## src/rtl/uart_pkg.sv

```systemverilog
// uart_pkg: shared types for the parametrised UART receiver and its FIFO entries
package uart_pkg;
  typedef enum logic [1:0] {PAR_NONE, PAR_ODD, PAR_EVEN} uart_parity_e;
  typedef enum logic [2:0] {ST_IDLE, ST_START, ST_DATA, ST_PARITY, ST_STOP, ST_WAIT_IDLE} uart_rx_state_e;
  localparam int MAX_DATA_BITS = 9;
  typedef struct packed {
    logic [MAX_DATA_BITS-1:0] data;
    logic                     frame_err;
    logic                     parity_err;
  } uart_rx_entry_t;
endpackage

```

## src/rtl/sync_fifo.sv

```systemverilog
// sync_fifo: small register-based FIFO whose head is always presented from storage
module sync_fifo #(
  parameter int WIDTH = 8,
  parameter int DEPTH = 4
) (
  input  logic             clk,
  input  logic             rst_n,
  input  logic             push,
  input  logic [WIDTH-1:0] push_data,
  output logic             full,
  input  logic             pop,
  output logic [WIDTH-1:0] head,
  output logic             valid
);
  localparam int AW = $clog2(DEPTH);
  logic [WIDTH-1:0] mem [DEPTH];
  logic [AW-1:0] wr_ptr, rd_ptr;
  logic [AW:0] count;
  logic do_push, do_pop;
  assign valid = count != '0;
  assign full = count == (AW+1)'(DEPTH);
  assign do_pop = pop && valid;
  assign do_push = push && (!full || do_pop);
  assign head = mem[rd_ptr];
  // storage, pointers and occupancy; a push into a full FIFO only lands if a pop frees a slot
  always_ff @(posedge clk or negedge rst_n) begin
    if (!rst_n) begin
      for (int i = 0; i < DEPTH; i++) mem[i] <= '0;
      wr_ptr <= '0;
      rd_ptr <= '0;
      count <= '0;
    end else begin
      if (do_push) begin
        mem[wr_ptr] <= push_data;
        wr_ptr <= wr_ptr + AW'(1);
      end
      if (do_pop) rd_ptr <= rd_ptr + AW'(1);
      count <= count + (AW+1)'(do_push) - (AW+1)'(do_pop);
    end
  end
endmodule

```

## src/rtl/uart_rx_param.sv

```systemverilog
// uart_rx_param: oversampled UART receiver with majority voting, error flags and a receive FIFO
module uart_rx_param
  import uart_pkg::*;
#(
  parameter int           CLKS_PER_BIT = 868,
  parameter int           DATA_BITS    = 8,
  parameter uart_parity_e PARITY       = PAR_NONE,
  parameter int           STOP_BITS    = 1,
  parameter int           FIFO_DEPTH   = 4
) (
  input  logic                 clk,
  input  logic                 rst_n,
  input  logic                 rx,
  output logic [DATA_BITS-1:0] m_data,
  output logic                 m_frame_err,
  output logic                 m_parity_err,
  output logic                 m_valid,
  input  logic                 m_ready,
  output logic                 overrun,
  output logic                 break_det,
  output logic                 busy
);
  localparam int H = CLKS_PER_BIT / 2;
  localparam int CW = $clog2(CLKS_PER_BIT);
  uart_rx_state_e state, next;
  logic rx_m, rx_s, rx_d, s0, s1, par_bit;
  logic [CW-1:0] cnt;
  logic [3:0] bit_idx;
  logic [DATA_BITS-1:0] shreg;
  logic dec, dec_at, wrap, push, brk, ferr, perr, is_break, full, unused_head;
  uart_rx_entry_t entry, head;
  assign dec = (s0 & s1) | (s0 & rx_s) | (s1 & rx_s);
  assign dec_at = cnt == CW'(H + 1);
  assign wrap = cnt == CW'(CLKS_PER_BIT - 1);
  assign perr = (PARITY != PAR_NONE) && ((^shreg ^ par_bit) != (PARITY == PAR_ODD));
  assign is_break = (shreg == '0) && (PARITY == PAR_NONE || !par_bit);
  assign entry = {MAX_DATA_BITS'(shreg), ferr, perr};
  assign busy = state != ST_IDLE;
  assign m_data = head.data[DATA_BITS-1:0];
  assign m_frame_err = head.frame_err;
  assign m_parity_err = head.parity_err;
  assign unused_head = ^head.data;
  // frame state register
  always_ff @(posedge clk or negedge rst_n) begin
    if (!rst_n) state <= ST_IDLE;
    else state <= next;
  end
  // next state plus the frame-end push/break strobes, all decided on the majority-vote cycle
  always_comb begin
    next = state;
    push = 1'b0;
    brk = 1'b0;
    ferr = 1'b0;
    case (state)
      ST_IDLE:      if (!rx_s && rx_d) next = ST_START;
      ST_START:     if (dec_at && dec) next = ST_IDLE; else if (wrap) next = ST_DATA;
      ST_DATA:      if (wrap && bit_idx == 4'(DATA_BITS - 1)) next = (PARITY == PAR_NONE) ? ST_STOP : ST_PARITY;
      ST_PARITY:    if (wrap) next = ST_STOP;
      ST_STOP: begin
        if (dec_at && !dec) begin
          next = ST_WAIT_IDLE;
          brk = bit_idx == '0 && is_break;
          push = !brk;
          ferr = 1'b1;
        end else if (dec_at && bit_idx == 4'(STOP_BITS - 1)) begin
          next = ST_IDLE;
          push = 1'b1;
        end
      end
      ST_WAIT_IDLE: if (rx_s) next = ST_IDLE;
      default:      next = ST_IDLE;
    endcase
  end
  // synchroniser, bit timing, vote samples, shift register and event pulses
  always_ff @(posedge clk or negedge rst_n) begin
    if (!rst_n) begin
      rx_m <= 1'b1;
      rx_s <= 1'b1;
      rx_d <= 1'b1;
      cnt <= '0;
      bit_idx <= '0;
      s0 <= 1'b1;
      s1 <= 1'b1;
      par_bit <= 1'b0;
      shreg <= '0;
      overrun <= 1'b0;
      break_det <= 1'b0;
    end else begin
      rx_m <= rx;
      rx_s <= rx_m;
      rx_d <= rx_s;
      cnt <= (state == ST_IDLE || wrap) ? '0 : cnt + CW'(1);
      bit_idx <= (state == ST_IDLE || next != state) ? '0 : wrap ? bit_idx + 4'd1 : bit_idx;
      if (cnt == CW'(H - 1)) s0 <= rx_s;
      if (cnt == CW'(H)) s1 <= rx_s;
      if (state == ST_DATA && dec_at) shreg <= {dec, shreg[DATA_BITS-1:1]};
      if (state == ST_PARITY && dec_at) par_bit <= dec;
      overrun <= push && full && !(m_ready && m_valid);
      break_det <= brk;
    end
  end
  sync_fifo #(.WIDTH($bits(uart_rx_entry_t)), .DEPTH(FIFO_DEPTH)) u_fifo (
    .clk       (clk),
    .rst_n     (rst_n),
    .push      (push),
    .push_data (entry),
    .full      (full),
    .pop       (m_ready),
    .head      (head),
    .valid     (m_valid)
  );
endmodule

```

## config.mk

```make
export PLATFORM = sky130hd
export DESIGN_NAME = uart_rx_param
export DESIGN_NICKNAME = d
export VERILOG_FILES = /design/src/rtl/uart_pkg.sv /design/src/rtl/sync_fifo.sv /design/src/rtl/uart_rx_param.sv
export SDC_FILE = /design/constraint.sdc
export NUM_CORES = 1
export LEC_CHECK = 0
export CORE_ASPECT_RATIO = 1.1
export CORE_MARGIN = 2
export CORE_UTILIZATION = 50
export DETAILED_ROUTE_END_ITERATION = 8
export PLACE_DENSITY = 0.68
export SLEW_MARGIN = 10
export SYNTH_ARGS = -nofsm -noshare
export SYNTH_HDL_FRONTEND = slang
export SYNTH_SLANG_ARGS = --single-unit
export TNS_END_PERCENT = 5
```

## constraint.sdc

```tcl
create_clock -name clk -period 5.6 [get_ports clk]
set_clock_uncertainty 0.1 [all_clocks]
set_input_delay 0.84 -clock clk [delete_from_list [all_inputs] [get_ports clk]]
set_output_delay 0.84 -clock clk [all_outputs]
set_load 0.02 [all_outputs]
```

==> results.json <==
{
  "antenna_found_initial": 0,
  "synth_ff_type": "dfrtp_1",
  "final_cell_mix": "dfrtp_1, mux2_2, nor2_1",
  "p_per_area_nw_per_um2": 303.0,
  "firstDrtPassIters": 4,
  "async_flop_share_pct": 100.0,
  "cts_buffers": 9,
  "root_buffer": "clkbuf_8",
  "core_um2": 7007,
  "wire_per_inst_um": 15.94,
  "grt_pass1_wl_um": 10930,
  "r2r_end": "u_fifo.count[2]",
  "power_leakage_uw": 0.001832,
  "arrival_ns": 2.26,
  "path_clk_slew_ns": 0.09,
  "clkSinkCount": 75,
  "setup_viol": 0,
  "drc": 0,
  "synth_top_family_by_area": "multiplexers",
  "hp-class": "reg -> reg",
  "worst_path_max_delay_cell": "dfrtp_1",
  "ir_drop_v": 0.0001502,
  "grt_start_max_net_pins": 76,
  "port_buffers": 16,
  "final_common_cell": "dfrtp_1",
  "hold_viol_final": 0,
  "grt_pass1_vias": 2259,
  "gp_congestion": 0.8138,
  "r2r_slack_ns": 2.78,
  "ant_nets": 0,
  "synth_simple_gate_area_share_pct": 12.08,
  "max_freq_mhz": 312.9,
  "hold_path_end": "rx_s",
  "reg2reg_from": "bit_idx[0]",
  "maxCapViolCount": 0,
  "synth_edf_count": 0,
  "synth_cell_type_count": 45,
  "avgSynthCellArea_um2": 12.19,
  "detailed_place.area_um2": 3799,
  "initial_core_util_pct": 51.30,
  "nets": 325,
  "ctsHtreeMaxLevel": 3,
  "syn_nets": 311,
  "cp.required_ns": 4.66,
  "chipHeight_um": 92.93,
  "cts.repair.resized": 0,
  "period_share_pct": 57.07,
  "dpl_worst_slack_ns": 2.588,
  "yosysSeqAreaShare_pct": 52.38,
  "via_count": 2254,
  "syn2layout_area_growth_pct": 10.82,
  "yosys_warnings": 0,
  "slew_viol_final": 0,
  "timing.final.ws_setup_ns": 2.404,
  "drt_iter0_drc": 130,
  "postSynthCellCount": 295,
  "post-cts-setup-buffers": 0,
  "cts_tree": "done",
  "cpPeakStageDelay_ns": 0.76,
  "synth-adder-area-share_pct": 4.664,
  "status": "complete, no violations",
  "synth_mux_area_share_pct": 19.11,
  "hold_start": "rx_m",
  "slew_headroom_pct": 38.17,
  "crit_chain": "mux4_2 > clkdlybuf4s50_1",
  "cp-start-kind": "flop",
  "ys_ff_latch": 75,
  "rows": 32,
  "overflow": 0,
  "worstMarginPinSlew_ns": 0.9274,
  "antenna_cells": 0,
  "hold_buffers": 0,
  "syn_area_um2": 3595,
  "reg2regPathDepth": 10,
  "wirelength_um": 6360,
  "rsz0062_at_grt": "no",
  "max-clock-path-buffers": 2,
  "hold_depth": 0,
  "io_pins": 18,
  "grt_usage_pct": 18.02,
  "final_layout_size_suffix_gt1_share_pct": 24.20,
  "synth-compound-area-share_pct": 4.560,
  "critical_path_class": "reg -> out",
  "dp_hpwl_um": 4328,
  "nFillCells": 576,
  "cp-end-kind": "output port",
  "synth_xor_area_share_pct": 3.655,
  "fin_tns_setup_ns": 0,
  "clk_latency_ns": 0.36,
  "stdcell_area_um2": 3984,
  "period_needed_ns": 3.196,
  "die_area_um2": 7885,
  "die_w_um": 84.85,
  "crit_fanout": 11,
  "via_per_inst": 5.649
}
## per-layer routing
layer / wire length [µm] / GRT usage [%]
met2: 3072 / 29.00
met1: 3006 / 23.48
met4: 137 / 8.995
met5: 0 / 0
met3: 143 / 3.209
## cells by family (layout without fill, tap and decap cells)
| kind of cell | count (synthesis) | in the layout |
|---|---|---|
| flops | 75 | 75 |
| simple gates | 83 | 83 |
| compound gates | 26 | 26 |
| fa+ha+maj | 13 | 13 |
| mux | 52 | 52 |
| other cells | 1 | 1 |
| xor+xnor | 15 | 15 |
| buf+inv | 30 | 49 |
## how the worst max path moves through the flow
stage                           from               to  slack (ns)  cells after the start
detailed placement           m_ready   u_fifo.mem[30]        2.59                      6
CTS                 u_fifo.rd_ptr[0]        m_data[7]        2.35                      2
finish              u_fifo.rd_ptr[0]        m_data[7]        2.40                      2
global placement             m_ready   u_fifo.mem[30]        2.59                      6
global route        u_fifo.rd_ptr[0]      m_frame_err        2.28                      2
floorplan            u_fifo.count[1]  u_fifo.count[2]        3.13                      9
## flip-flops by register name, summed over array words and instances, names as in the netlist, 2 cells and up
signal	count
cnt	10
shreg	8
state	3
bit_idx	4
u_fifo.mem	36
u_fifo.wr_ptr	2
u_fifo.rd_ptr	2
u_fifo.count	3
## where the power goes
part	internal, µW	switching (µW)
clock network	176	209
registers	581	80.0
logic	89.4	72.7
total	846	361
## critical path: cells and delay by family (launching register included)
family | cells | cell delay (ns)
buf+inv | 1 | 0.55
flops | 1 | 0.76
mux | 1 | 0.59
## cell usage after synthesis, types with 4 or more instances
cell | instances | share of area [%]
nand2_1 | 18 | 1.9
xnor2_1 | 8 | 1.9
mux4_2 | 9 | 5.6
inv_1 | 17 | 1.8
o22ai_1 | 4 | 0.70
nand3_1 | 16 | 2.2
xor2_1 | 7 | 1.7
ha_1 | 11 | 3.8
and3_1 | 6 | 1.0
clkbuf_1 | 5 | 0.52
dfrtp_1 | 70 | 49
buf_2 | 6 | 0.84
nor2_1 | 20 | 2.1
mux2_2 | 42 | 13
dfstp_2 | 5 | 3.7
nor4_1 | 4 | 0.70
o21ai_0 | 8 | 1.1
a21oi_1 | 4 | 0.56
## stage by stage
step                      cells  hold slack [ns]  util [%]  power (µW)
after floorplan             295           0.2452         -       782.7
after global placement      383           0.2468     54.21       832.2
after detailed placement    383           0.2496     54.21       836.0
after CTS                   399           0.2613     56.86        1224
after global routing        399           0.2675     56.86        1277
final                       399           0.2595     56.86        1207
## final cells by class
cell class / instances / area, µm² / area share [%]
clock buffer: 10 / 137.6 / 3.455
inverter: 17 / 63.81 / 1.602
sequential: 75 / 1883 / 47.27
tap: 85 / 106.4 / 2.670
multi-input combinational: 190 / 1588 / 39.86
timing repair buffer: 16 / 157.7 / 3.957
clock inverter: 6 / 47.55 / 1.193
Note: power is estimated with default switching activity, not from simulation.
